$ cat config.mk
export PLATFORM = sky130hd
export DESIGN_NAME = posit_decode_pipe
export DESIGN_NICKNAME = d
export VERILOG_FILES = /design/src/rtl/posit_decode_pipe.sv
export SDC_FILE = /design/constraint.sdc
export NUM_CORES = 1
export LEC_CHECK = 0
export CAP_MARGIN = 20
export CORE_MARGIN = 2
export CORE_UTILIZATION = 58
export CTS_CLUSTER_SIZE = 10
export DETAILED_ROUTE_END_ITERATION = 8
export GPL_TIMING_DRIVEN = 0
export PLACE_DENSITY = 0.85
export SYNTH_ARGS = -nofsm -noshare
export SYNTH_HDL_FRONTEND = slang
export SYNTH_SLANG_ARGS = --single-unit
$ cat constraint.sdc
create_clock -name clk -period 7.4 [get_ports clk]
set_input_delay 1.48 -clock clk [delete_from_list [all_inputs] [get_ports clk]]
set_output_delay 1.48 -clock clk [all_outputs]
set_load 0.05 [all_outputs]
$ cat src/rtl/posit_decode_pipe.sv
// Two-stage pipelined posit decoder: sign, combined scale, aligned fraction and special flags,
// with a valid/ready handshake and full backpressure in front of the posit arithmetic core.
module posit_decode_pipe #(
    parameter int N  = 16,
    parameter int ES = 1,
    localparam int FW = N - ES - 3,
    localparam int SW = $clog2(N) + ES + 1
) (
    input  logic                 clk,
    input  logic                 rst_n,
    input  logic                 in_valid_i,
    output logic                 in_ready_o,
    input  logic [N-1:0]         in_posit_i,
    output logic                 out_valid_o,
    input  logic                 out_ready_i,
    output logic                 out_sign_o,
    output logic signed [SW-1:0] out_scale_o,
    output logic [FW-1:0]        out_frac_o,
    output logic                 out_zero_o,
    output logic                 out_nar_o
);

    localparam int MW = $clog2(N);

    // Leading-zero count over the N-1 magnitude bits; an all-zero word counts as N-1.
    function automatic logic [MW-1:0] lzd(input logic [N-2:0] x);
        logic [MW-1:0] cnt;
        cnt = MW'(N - 1);
        for (int i = 0; i < N - 1; i++) begin
            if (x[i]) cnt = MW'(N - 2 - i);
        end
        return cnt;
    endfunction

    logic          s1Valid_q, s1Valid_d;
    logic          s1Sign_q, s1Sign_d;
    logic          s1Regime_q, s1Regime_d;
    logic [MW-1:0] s1Run_q, s1Run_d;
    logic [N-4:0]  s1Rem_q, s1Rem_d;
    logic          s1Zero_q, s1Zero_d;
    logic          s1Nar_q, s1Nar_d;

    logic                 outValid_q, outValid_d;
    logic                 outSign_q, outSign_d;
    logic signed [SW-1:0] outScale_q, outScale_d;
    logic [FW-1:0]        outFrac_q, outFrac_d;
    logic                 outZero_q, outZero_d;
    logic                 outNar_q, outNar_d;

    logic s2CanTake;
    logic inFire;

    logic [N-2:0] s1Abs;
    logic [N-2:0] runBits;

    logic signed [SW-1:0] runExt;
    logic signed [SW-1:0] kVal;
    logic signed [SW-1:0] expVal;
    logic [N-4:0]         tail;

    always_comb begin
        s2CanTake  = !outValid_q || out_ready_i;
        in_ready_o = !s1Valid_q || s2CanTake;
        inFire     = in_valid_i && in_ready_o;
        s1Valid_d  = inFire ? 1'b1 : (s2CanTake ? 1'b0 : s1Valid_q);
        outValid_d = s2CanTake ? s1Valid_q : outValid_q;
    end

    // Bit N-3 of the magnitude is always run or terminator, so only bits below it are kept.
    always_comb begin
        s1Sign_d   = in_posit_i[N-1];
        s1Abs      = s1Sign_d ? (~in_posit_i[N-2:0] + (N-1)'(1)) : in_posit_i[N-2:0];
        s1Regime_d = s1Abs[N-2];
        runBits    = s1Regime_d ? ~s1Abs : s1Abs;
        s1Run_d    = lzd(runBits);
        s1Rem_d    = s1Abs[N-4:0];
        s1Zero_d   = (in_posit_i == '0);
        s1Nar_d    = (in_posit_i == {1'b1, {(N-1){1'b0}}});
    end

    // Shifting by run-1 drops the rest of the run and the terminator, leaving {exponent, fraction}.
    always_comb begin
        runExt     = SW'(s1Run_q);
        kVal       = s1Regime_q ? (runExt - SW'(1)) : (-runExt);
        tail       = s1Rem_q << (s1Run_q - MW'(1));
        expVal     = SW'(tail >> FW);
        outSign_d  = s1Sign_q;
        outScale_d = (kVal <<< ES) + expVal;
        outFrac_d  = tail[FW-1:0];
        outZero_d  = s1Zero_q;
        outNar_d   = s1Nar_q;
        if (s1Zero_q || s1Nar_q) begin
            outSign_d  = 1'b0;
            outScale_d = '0;
            outFrac_d  = '0;
        end
    end

    always_ff @(posedge clk or negedge rst_n) begin
        if (!rst_n) begin
            s1Valid_q  <= 1'b0;
            s1Sign_q   <= 1'b0;
            s1Regime_q <= 1'b0;
            s1Run_q    <= '0;
            s1Rem_q    <= '0;
            s1Zero_q   <= 1'b0;
            s1Nar_q    <= 1'b0;
            outValid_q <= 1'b0;
            outSign_q  <= 1'b0;
            outScale_q <= '0;
            outFrac_q  <= '0;
            outZero_q  <= 1'b0;
            outNar_q   <= 1'b0;
        end else begin
            s1Valid_q  <= s1Valid_d;
            outValid_q <= outValid_d;
            if (inFire) begin
                s1Sign_q   <= s1Sign_d;
                s1Regime_q <= s1Regime_d;
                s1Run_q    <= s1Run_d;
                s1Rem_q    <= s1Rem_d;
                s1Zero_q   <= s1Zero_d;
                s1Nar_q    <= s1Nar_d;
            end
            if (s2CanTake && s1Valid_q) begin
                outSign_q  <= outSign_d;
                outScale_q <= outScale_d;
                outFrac_q  <= outFrac_d;
                outZero_q  <= outZero_d;
                outNar_q   <= outNar_d;
            end
        end
    end

    assign out_valid_o = outValid_q;
    assign out_sign_o  = outSign_q;
    assign out_scale_o = outScale_q;
    assign out_frac_o  = outFrac_q;
    assign out_zero_o  = outZero_q;
    assign out_nar_o   = outNar_q;

endmodule

==> results of run 1 <==
## power by group through the flow
| stage | combinational (mW) | sequential, mW | clock (mW) |
|---|---|---|---|
| floorplan | 0.229 | 0.482 | 0 |
| global placement | 0.520 | 0.337 | 0 |
| detailed placement | 0.532 | 0.341 | 0 |
| CTS | 0.535 | 0.336 | 0.154 |
| global route | 0.575 | 0.343 | 0.161 |
| finish | 0.534 | 0.335 | 0.153 |
## worst reg2reg max path, cell delays in order (launching register included)
cell                       delay [ns]
sky130_fd_sc_hd__dfrtp_1         0.33
sky130_fd_sc_hd__clkbuf_1        0.40
sky130_fd_sc_hd__buf_1           0.52
sky130_fd_sc_hd__inv_1           0.11
sky130_fd_sc_hd__ha_1            0.31
sky130_fd_sc_hd__clkbuf_1        0.32
sky130_fd_sc_hd__buf_1           0.41
sky130_fd_sc_hd__nor2_1          0.10
sky130_fd_sc_hd__a21oi_1         0.27
sky130_fd_sc_hd__mux2i_1         0.12
sky130_fd_sc_hd__o21ai_0         0.17
sky130_fd_sc_hd__a22o_1          0.14
## final cells by class
class / instances / area share, %
Tap cell: 54 / 2.01
Clock buffer: 8 / 2.68
Inverter: 7 / 0.782
Sequential cell: 44 / 32.8
Timing Repair Buffer: 43 / 13.2
Buffer: 17 / 2.57
Multi-Input combinational cell: 229 / 46.0
## registers in the layout, indices dropped and copies added, names as in the netlist
register and cells:
s1Rem_q 13, out_frac_o 12, out_scale_o 6, s1Run_q 4, outNar_d 1, outZero_d 1
out_nar_o 1, out_sign_o 1, out_valid_o 1, out_zero_o 1, s1Regime_q 1, s1Sign_q 1
s1Valid_q 1
## placed cells by master (no fill, tap or decap), types with 4 or more instances in the layout
cell type,netlist,layout
sky130_fd_sc_hd__dfrtp_1,44,44
sky130_fd_sc_hd__nand2_1,41,41
sky130_fd_sc_hd__clkdlybuf4s50_1,0,41
sky130_fd_sc_hd__o21ai_0,31,31
sky130_fd_sc_hd__a22o_1,16,16
sky130_fd_sc_hd__xor2_1,14,14
sky130_fd_sc_hd__nor2_1,14,14
sky130_fd_sc_hd__clkbuf_1,10,12
sky130_fd_sc_hd__mux2i_1,12,12
sky130_fd_sc_hd__nand3_1,11,11
sky130_fd_sc_hd__a21oi_1,9,9
sky130_fd_sc_hd__mux2_2,9,9
sky130_fd_sc_hd__xnor2_1,8,8
sky130_fd_sc_hd__inv_1,7,7
sky130_fd_sc_hd__o31ai_1,6,6
sky130_fd_sc_hd__nand2b_1,6,6
sky130_fd_sc_hd__clkbuf_8,0,6
sky130_fd_sc_hd__nor3_1,5,5
sky130_fd_sc_hd__or3_1,4,4
## per-layer routing
metal	vias up	track usage (%)	part of all wire, %
met4	0	9.88	1.5
met5	-	0	0
met1	1091	27.1	43
met2	54	43.8	52
li1	1187	-	-
met3	6	4.42	3.2
## through the flow
step	setup WS (ns)	util, %
after floorplan	3.75	-
after global placement	2.98	69.7
after detailed placement	2.98	70.2
after CTS	2.98	72.1
after global routing	2.93	72.1
final	2.98	72.1
## cell families after synthesis
group                    synth area share [%]
multiplexers                             9.65
adder cells (fa/ha/maj)                 0.906
AND/OR/NAND/NOR                          17.0
XOR/XNOR                                 6.98
AO/OA/AOI/OAI                            21.5
flip-flops                               39.9
buffers and inverters                    4.08
## worst paths after layout
kind | to
worst max-delay path | in_ready_o
worst min-delay path | out_frac_o[1]$_DFFE_PN0P_
worst max register to register | out_frac_o[11]$_DFFE_PN0P_
worst min register to register | out_frac_o[1]$_DFFE_PN0P_
max in group asynchronous | s1Rem_q[1]$_DFFE_PN0P_
min in group asynchronous | out_scale_o[5]$_DFFE_PN0P_
==> results.md, run 1 <==
STA:
- The total count of max-transition violations in the final report was 0.
- The worst-margin pin slew is 0.587 ns.
- Headroom to the max-slew limit came out at 60.8%.
- For this run, the top clock speed supported by timing is 226 MHz.
- In the finished design, the share of the clock period the worst path needs comes to 59.8%.
- Hold timing on the final database bottoms out at a slack of 0.490 ns.
- Across the routed clock network, the largest skew measured is 0.00416 ns.
- Setup repair after global routing left no endpoint under its margin.
- The final-report setup violation count is 0.
- The shortest clock period the worst path allows after layout is 4.42 ns.
- After routing, the total negative slack on setup checks comes to 0 ns.
- The final hold violation count is 0.

Floorplan:
- The effective utilization at floorplan is 59.2%.
- The area inside the core boundary is 4660 um^2.
- 43 I/O pins were placed.
- The number of rows in the core area is 25.
- In this run the vertical extent of the chip is 73 um.
- The area enclosed by the die boundary is 5330 um^2.
- The horizontal extent of the die is 73 um.

Critical path:
- Among the stages of the critical path, the cell type that occurs most often is sky130_fd_sc_hd__clkdlybuf4s50_1.
- Along the worst path, the maximum fanout reaches 4.
- Tracing the worst setup path back leads to its startpoint at out_ready_i.
- By startpoint and endpoint, the worst setup path is classified as input pin to output pin.
- The buffers plus inverters on the worst setup path is 2.
- The worst register-to-register path begins at s1Run_q[0]$_DFFE_PN0P_.
- The family with the most delay on the worst path is buffers and inverters.
- The critical path launch point type is an input pin.
- The type of element capturing the critical path is an output pin.
- The required time of the critical path is 5.92 ns.
- For flop-to-flop paths, the worst setup slack is 4.14 ns.
- The path depth of the worst reg2reg path is 11.
- The critical path's largest stage delay is 0.83 ns.
- In this run the number of cells on the critical path is 3.
- The signal on the critical path passes through clkdlybuf4s50_1 -> nand3b_1 -> clkdlybuf4s50_1.
- Among all stages on the critical path, the largest delay is contributed by sky130_fd_sc_hd__clkdlybuf4s50_1.
- The worst endpoint data arrival time is 2.94 ns.

Synth:
- The share of synthesized area occupied by flip-flops and latches is 39.9%.
- The total of warnings raised by yosys is 0.
- After synthesis the cells add up to 2760 um^2.
- The share of synthesized flip-flops with an asynchronous set or reset is 100%.
- The synthesized instance count is 297.
- Counting flops with a built-in enable in the synthesized netlist gives 0.
- The number of nets produced by synthesis is 319.
- Ranked by total cell area, the synthesized netlist is headed by sky130_fd_sc_hd__dfrtp_1, sky130_fd_sc_hd__o21ai_0, sky130_fd_sc_hd__nand2_1.
- In the synthesized netlist, the cells that appear most often are sky130_fd_sc_hd__dfrtp_1, sky130_fd_sc_hd__nand2_1, sky130_fd_sc_hd__o21ai_0.
- The average cell area after synthesis is 9.30 um^2.
- The most frequently used cell type in the post-synthesis netlist is sky130_fd_sc_hd__dfrtp_1.
- The number of synthesized register bits is 44.
- The most used flip-flop cell after synthesis is sky130_fd_sc_hd__dfrtp_1.
- The top cell type's share of synthesized area is 39.9%.
- The distinct cell type count after synthesis is 50.
- The dominant cell type by area after synthesis is sky130_fd_sc_hd__dfrtp_1.

Finish:
- After the last flow step, the layout net total stands at 369.
- The total area of multi-input combinational cells is 1550 um^2.
- Cells with a size suffix above 1 make up 9.77% of the layout.
- The sequential cells in the finished layout cover a total of 1100 um^2.
- The layout has 352 filler cells.
- With fillers left out, the area of the finished cells amounts to 3360 um^2.
- The count of cells in the finished layout, fillers not included, comes to 402.
- The antenna diode instance count is 0.
- The area growth from synthesis to layout is 21.7%.

Place:
- At the end of routability-driven placement, the weighted congestion stood at 0.858.
- The placed standard-cell area is 3270 um^2.
- Input and output buffers added on the ports amount to 42.
- The detailed-placement wirelength estimate is 4.74 mm.
- The total instance count after detailed placement is 394.

Detailed routing:
- The pre-antenna-repair detailed-routing pass consisted of 4 iterations.
- The via total after detailed routing is 2338.
- After detailed routing, the number of remaining DRC violations is 0.
- The count of antenna-violating nets left after detailed routing is 0.
- The number of violations reported at the end of detailed-routing iteration 0 is 93.
- The detail-routed via count per cell is 5.82.
- The wire length reported by the detailed router is 5.86 mm.
- The post-detailed-route wirelength per cell is 14.6 um.

Hold path:
- The worst hold path belongs to the class register to register.
- The worst hold path passes through 2 cells.
- In this run the most critical hold path is launched from out_frac_o[1]$_DFFE_PN0P_.

Pwr:
- The switching share of total power is 43.6%.
- The worst-case IR drop observed on VDD is 0.000159 V.
- Power comes to 1.02 mW.
- The cell internal power dissipation is 576 uW.
- The analysis attributes to net switching a power of 446 uW.
- The static power due to leakage is 1.41 nW.
- Per report_power, the combinational group accounts for 52.2% of the total.
- The clock network fraction of total power is 15.0%.
- For this design the ratio of total power to cell area is 304 nW/um^2.
- Sequential cells burn 32.8% of the power.

Clocking:
- The clock input transition at the sequential cells of the worst setup and hold paths is 0.07 ns.
- In this run the clock root is driven by a sky130_fd_sc_hd__clkbuf_8.
- The number of buffers created by CTS is 5.
- Post-CTS timing repair inserted 0 buffers for setup.
- The count of cells resized by post-cts repair is 0.
- The number of hold buffers added after cts is 0.
- The clock tree synthesis step divided the H-tree into 2 levels.
- The clock reaches the later pin of the worst-skew pair after 0.30 ns.
- TritonCTS built the clock tree.
- Counting along the longest clock path gives a buffer depth of 2.
- The number of sinks driven by the clock tree is 44.

Global route:
- The overall global routing resource usage is 24.0%.
- The initial antenna violation count is 0.
- The via count of the first global-routing pass is 2287.
- The total overflow left after global routing is 0.
- Entering global routing, the biggest net connects 25 pins.
- The global-route wire length before repair is 9.94 mm.

Status:
- The flow ran to the end, and the final reports show no timing, DRC or antenna violations.

Run:
- The max-cap check violation count is 0.
(Power assumes the default switching activity.)
==> inputs of run 2 (changes only) <==
- CORE_UTILIZATION: 58 -> 54
- PLACE_DENSITY: 0.85 -> 0.8
- clock period: 7.4 -> 4.63 ns (I/O delays scaled with it)
==> results.md, run 2 (same netlist as run 1, synthesis figures left out) <==
Status:
- The flow ran to the end, and the final reports show no timing, DRC or antenna violations.

Detailed routing:
- Summing over every cut layer, the via total after detailed routing is 2366.
- Using the TritonRoute via totals, the vias-per-cell ratio works out to 5.66.
- After detailed routing, the number of remaining DRC violations is 0.
- The count of antenna-violating nets left after detailed routing is 0.
- The first detailed-routing pass ran for 4 iterations.
- Summed over all layers, the routed wires come to 5.79 mm.
- The post-detailed-route wirelength per cell is 13.8 um.
- For this block, the initial DRC count from the detailed router was 83.

Finish:
- The repair_antennas step left the layout with diodes totalling 0.
- Measured on the finished design, the core utilization comes to 68.2%.
- The net count of the finished layout is 369.
- The number of fill cells in the layout is 438.
- The total area of multi-input combinational cells is 1550 um^2.
- Of the cells placed in the final design, the portion with a size suffix greater than 1 is 10.3%.
- Relative to the synthesized area, the layout overhead comes to 23.8%.
- Leaving out fill and tap cells, the most frequent cell in the layout is sky130_fd_sc_hd__dfrtp_1.
- The register with the highest flop count is s1Rem_q.
- The combined flip-flop and latch cell area is 1100 um^2.
- The flip-flop count of the largest register after layout is 13.
- The top cell types in the final layout, fill and taps aside, are sky130_fd_sc_hd__dfrtp_1, sky130_fd_sc_hd__nand2_1, sky130_fd_sc_hd__clkdlybuf4s50_1, sky130_fd_sc_hd__o21ai_0, sky130_fd_sc_hd__a22o_1.

Floorplan:
- The floorplan step defined a core boundary enclosing 5010 um^2.
- The initial utilization of the core area, before any placement, comes to 55.1%.
- The floorplan has 26 rows.
- Pin placement for this block handled 43 I/O pins.
- In this run the horizontal extent of the chip is 75.5 um.
- The die covers 5700 um^2.
- Measured along the y axis, the die boundary spans 75.5 um.

Critical path:
- The type of element capturing the critical path is a register.
- The most used cell along the critical path is sky130_fd_sc_hd__or4_4.
- The required time of the critical path is 4.80 ns.
- The worst setup path is of the input pin to register kind.
- The critical path's largest stage delay is 0.61 ns.
- The worst endpoint data arrival time is 3.66 ns.
- The maximum net fanout on the critical path is 6.
- The critical path launch point type is an input pin.
- The slowest stage of the critical path is the sky130_fd_sc_hd__or4_4 cell.
- Walking the worst path, the cells encountered are clkdlybuf4s50_1 -> or4_4 -> or4_4 -> a211oi_2 -> and2_2 -> a31oi_1 -> a311oi_1 -> o41ai_2.

Global route:
- After global routing the overflow that remains totals 0.
- The via count of the first global-routing pass is 2249.
- The global-route wire length before repair is 10.1 mm.
- For this run, the total global-route usage over all layers was measured as 23.1%.
- The initial antenna violation count is 0.
- The pin count of the biggest net entering global routing is 26.

STA:
- Summed over all failing endpoints, the final setup total negative slack is 0 ns.
- The shortest clock period the worst path allows after layout is 3.49 ns.
- Setup repair after global routing left no endpoint under its margin.
- After layout, the worst path uses 75.4% of the clock period.
- The total count of max-transition violations in the final report is 0.
- The tightest hold margin is 0.477 ns.
- The final hold violation count was 0.
- The setup skew after layout is 0.00302 ns.
- For the pin with the worst max-slew slack, the measured transition is 0.613 ns.
- Setup violations remaining at the end of the flow were counted as 0.
- Timing would allow up to 287 MHz.
- In this run the tightest slew margin relative to its limit is 58.8%.

Clocking:
- The later-pin clock latency in the skew report is 0.29 ns.
- In this run the deepest clock path goes through 2 buffers.
- The number of buffers created by CTS is 5.
- The cell at the root of the clock tree is sky130_fd_sc_hd__clkbuf_8.
- The number of gates resized after CTS was 0.
- The H-tree depth reported by CTS is 2.
- The number of hold buffers added after cts is 0.
- The number of sinks driven by the clock tree is 44.
- In this run the post-CTS setup repair buffer count came out at 0.
- The clock tree from TritonCTS is done.
- Clock-pin slew was measured on the worst setup and hold paths at 0.08 ns.

Place:
- Once detailed placement completed, the half-perimeter wirelength came to 4.57 mm.
- The final weighted congestion of routability-driven global placement is 0.902.
- Buffers placed on the I/O ports in this run total 42.

Hold path:
- The tightest min-delay check is of the register to register type.

Pwr:
- For this design the static power due to leakage is 1.43 nW.
- The cell internal power dissipation is 989 uW.
- The clock network fraction of total power is 18.5%.
- The power per standard cell area is 497 nW/um^2.
- IR analysis of the VDD net gives a maximum drop of 0.000257 V.
- For this design the total switching power over the nets is 710 uW.
- The share of total power dissipated in sequential elements is 31.4%.
- Net switching is 41.8% of the power.
- The combinational fraction of design power is 50.1%.

Run:
- The max-cap check violation count is 0.
-- run 2: changes by cell type in the layout (fill, tap and decap cells not counted) --
cell                        previous run  this run
sky130_fd_sc_hd__clkbuf_1             12        10
sky130_fd_sc_hd__bufinv_16             0         1
sky130_fd_sc_hd__clkbuf_8              6         7
-- run 2: layer usage --
metal,global-route usage (%),vias up,wire (um)
met5,0,-,0
met4,10.9,0,108
met3,2.91,10,233
met2,40.5,68,2910
met1,28.1,1101,2540
li1,-,1187,-
-- run 2: power groups by stage --
stage / registers [mW] / logic, mW / clock network [mW]
after CTS: 0.535 / 0.852 / 0.317
final: 0.534 / 0.852 / 0.314
after floorplan: 0.770 / 0.366 / 0
after global routing: 0.548 / 0.924 / 0.331
after global placement: 0.537 / 0.834 / 0
after detailed placement: 0.543 / 0.845 / 0
-- run 2: final cells by class --
type	count	share of cell area (%)
Buffer	17	2.53
Clock buffer	7	2.82
Clock inverter	1	0.878
Inverter	7	0.769
Multi-Input combinational cell	229	45.3
Sequential cell	44	32.2
Tap cell	70	2.56
Timing Repair Buffer	43	13.0
-- run 2: through the flow --
| stage | power, mW | instances | setup WS [ns] | cell area [um^2] |
|---|---|---|---|---|
| after global routing | 1.80 | 418 | 0.979 | 3420 |
| after detailed placement | 1.39 | 410 | 0.852 | 3290 |
| after CTS | 1.70 | 418 | 1.16 | 3420 |
| final | 1.70 | 418 | 1.14 | 3420 |
| after global placement | 1.37 | 409 | 0.914 | 3270 |
| after floorplan | 1.14 | 297 | 1.53 | 2760 |
-- run 2: final timing paths --
check	startpoint	to	slack, ns	cells after the start
hold / removal	out_frac_o[4]$_DFFE_PN0P_	out_frac_o[4]$_DFFE_PN0P_	0.48	2
min in group asynchronous	rst_n	out_sign_o$_DFFE_PN0P_	0.57	1
hold reg to reg	out_frac_o[4]$_DFFE_PN0P_	out_frac_o[4]$_DFFE_PN0P_	0.48	2
setup / recovery	in_posit_i[7]	s1Run_q[0]$_DFFE_PN0P_	1.14	8
max in group asynchronous	rst_n	s1Rem_q[3]$_DFFE_PN0P_	3.58	2
setup reg to reg	s1Run_q[0]$_DFFE_PN0P_	out_scale_o[0]$_DFFE_PN0P_	1.41	10
-- run 2: critical path, delay by kind of cell --
kind	cells	cell delay, ns
buffers and inverters	1	0.51
and+or+nand+nor	3	1.36
AOI/OAI and AO/OA	4	0.85
==> inputs of run 3 (changes only) <==
- CORE_UTILIZATION: 54 -> 49
- PLACE_DENSITY: 0.8 -> 0.77
- clock period: 4.63 -> 3.1 ns (I/O delays scaled with it)
==> results.md, run 3 (same netlist as run 1, synthesis figures left out) <==
Status:
- The run finished with clean final reports.

Detailed routing:
- The final route contains 2376 vias.
- The post-detailed-route wirelength per cell is 13.6 um.
- The DRC violations left is 0.
- The count of nets left with antenna violations once routing finished came out at 0.
- The number of violations reported at the end of detailed-routing iteration 0 is 79.
- The routed design has 5.80 mm of wire.
- Dividing the detail-routed via count by the number of cells gives 5.55.
- The total iterations of the first detailed-routing run is 4.

Floorplan:
- The floorplan has 27 rows.
- The vertical die dimension is 79.1 um.
- The area inside the core boundary is 5470 um^2.
- The number of top-level pins is 43.
- The die is 79.1 um wide.
- The area enclosed by the die boundary is 6250 um^2.
- The effective utilization at floorplan is 50.5%.

Finish:
- In the layout the commonest cells are sky130_fd_sc_hd__dfrtp_1, sky130_fd_sc_hd__nand2_1, sky130_fd_sc_hd__clkdlybuf4s50_1, sky130_fd_sc_hd__o21ai_0, sky130_fd_sc_hd__a22o_1.
- The number of fill cells in the layout is 479.
- The fraction of final layout cells with drive strength greater than 1 is 14.6%.
- The net count of the finished layout is 377.
- Relative to the synthesized area, the layout overhead comes to 27.8%.
- The flip-flop count of the largest register after layout is 13.
- Leaving out fill and tap cells, the most frequent cell in the layout is sky130_fd_sc_hd__dfrtp_1.
- Ranked by flip-flop count, first place goes to s1Rem_q.
- The design area is 3530 um^2.
- The count of cells in the finished layout, fillers not included, comes to 428.
- The repair_antennas step left the layout with diodes totalling 0.

Critical path:
- The critical path runs through a total of 11 cells.
- The beginning of the worst register-to-register path is s1Run_q[0]$_DFFE_PN0P_.
- The buffers plus inverters on the worst setup path is 5.
- The family with the most delay on the worst path is buffers and inverters.
- The worst setup path is launched from an input pin.
- The endpoint of the lowest-slack register-to-register path is out_scale_o[0]$_DFFE_PN0P_.
- The type of element capturing the critical path is a register.
- The most critical setup path has its startpoint at in_posit_i[9].
- The most used cell along the critical path is sky130_fd_sc_hd__buf_4.
- The worst endpoint data arrival time is 3.16 ns.
- Of all nets on the critical path, the largest fanout is 6.
- For the worst flop-to-flop path, the logic depth is 9.
- The signal on the critical path passes through clkdlybuf4s50_1 -> or4_4 -> buf_4 -> nor4_4 -> a211oi_4 -> buf_6 -> buf_4 -> buf_4 -> o32ai_2 -> nand3_1 -> a22o_1.
- The setup path with the least slack is of type input pin to register.
- The slowest stage of the critical path is the sky130_fd_sc_hd__or4_4 cell.
- Setup slack on the worst reg-to-reg path comes out at 0.27 ns.
- On the worst path, the slowest cell contributes a delay of 0.56 ns.
- Data on the critical path is required at its endpoint by 3.29 ns.

Clocking:
- The cell at the root of the clock tree is sky130_fd_sc_hd__clkbuf_8.
- The clock drives 44 sinks.
- For this design, the CTS-stage hold fixing added 0 buffers.
- The clock input transition at the sequential cells of the worst setup and hold paths is 0.08 ns.
- The H-tree depth reported by CTS is 2.
- The number of buffers created by CTS is 5.
- The later-pin clock latency in the skew report is 0.29 ns.
- TritonCTS built the clock tree.
- No sink is reached through more buffers than the 2 on the longest clock path.

Place:
- After detailed placement, the total cell area comes to 3290 um^2.
- The worst slack at placement is -0.304 ns.
- Once detailed placement completed, the half-perimeter wirelength came to 4.60 mm.
- The count of input and output buffers is 42.
- Once placement completed, the tool counted placed cells totaling 412.
- Routability-driven placement finished with a final weighted congestion of 0.909.

STA:
- Setup repair after global routing left no endpoint under its margin.
- The final-report setup violation count is 0.
- The worst max-slew margin expressed relative to the limit is 63.7%.
- On the final layout, the worst hold slack is 0.240 ns.
- The ratio of final minimum period to clock period is 95.9%.
- The total count of max-transition violations in the final report is 0.
- The worst setup slack after layout is 0.128 ns.
- The clock arrives with 0.00808 ns of skew.
- The worst path in the final design needs a cycle of 2.97 ns, including I/O delays and setup.
- For this run, the top clock speed supported by timing is 337 MHz.
- The final hold violation count is 0.
- At the pin with the least slew margin, the transition time is 0.540 ns.

Hold path:
- The class of the tightest hold or removal check is input pin to asynchronous set/reset pin.

Global route:
- Global routing finished with a remaining overflow of 0.
- The global-route wire length before repair is 9.72 mm.
- Across every metal layer, demand over resource in global routing totals 19.2%.
- The via count of the first global-routing pass came to 2240.
- Entering global routing, the biggest net connects 28 pins.
- The initial antenna violation count was 0.

Run:
- Max-cap violations in this run came to 0.

Pwr:
- In this run the power density over the cells is 718 nW/um^2.
- VDD sags by at most 0.000460 V.
- After layout, the design draws a total of 2.53 mW.
- The static power due to leakage is 1.54 nW.
run 3: cell count changes in the layout (fill, tap and decap cells not counted), moves of 2 or more:
cell                              change
sky130_fd_sc_hd__buf_2                +2
sky130_fd_sc_hd__buf_4                +8
sky130_fd_sc_hd__clkdlybuf4s50_1      -7
sky130_fd_sc_hd__dlymetal6s2s_1       +7
run 3: metrics by stage:
stage          util, %  setup TNS (ns)
2_1_floorplan        -               0
3_5_place_dp      60.1           -1.21
4_1_cts           62.4               0
5_1_grt           64.5               0
3_3_place_gp      59.8           -1.10
6_report          64.5               0
run 3: worst max path at each step:
stage | endpoint | slack (ns)
2_1_floorplan | s1Run_q[1]$_DFFE_PN0P_ | 0.31
3_3_place_gp | s1Run_q[0]$_DFFE_PN0P_ | -0.31
3_5_place_dp | s1Run_q[0]$_DFFE_PN0P_ | -0.30
4_1_cts | s1Run_q[1]$_DFFE_PN0P_ | 0.005
5_1_grt | s1Run_q[0]$_DFFE_PN0P_ | 0.03
6_report | s1Run_q[2]$_DFFE_PN0P_ | 0.13
run 3: final cells by class:
cell class                 instances  area (um^2)  area share (%)
tap                               72         90.1            2.55
sequential                        44         1100            31.2
inverter                           7         26.3           0.745
buffer                            16         83.8            2.38
clock inverter                     1         30.0           0.851
multi-input combinational        229         1580            44.9
clock buffer                       7         96.3            2.73
timing repair buffer              52          518            14.7
run 3: repair_timing:
item,4_1_cts,5_1_grt
pin swaps,0,8
buffers inserted,0,8
gates cloned,0,1
gates resized for setup,1,17
endpoints found under the setup margin,2,9
run 3: per-layer routing:
layer,global-route usage [%],wire length (um),vias up
met3,2.84,194,8
met2,33.9,2980,57
met4,6.55,89,0
met5,0,0,-
met1,23.9,2540,1108
li1,-,-,1203
run 3: where the power goes:
part / switching [mW] / internal, mW
logic: 0.776 / 0.488
clock network: 0.182 / 0.284
registers: 0.0905 / 0.713
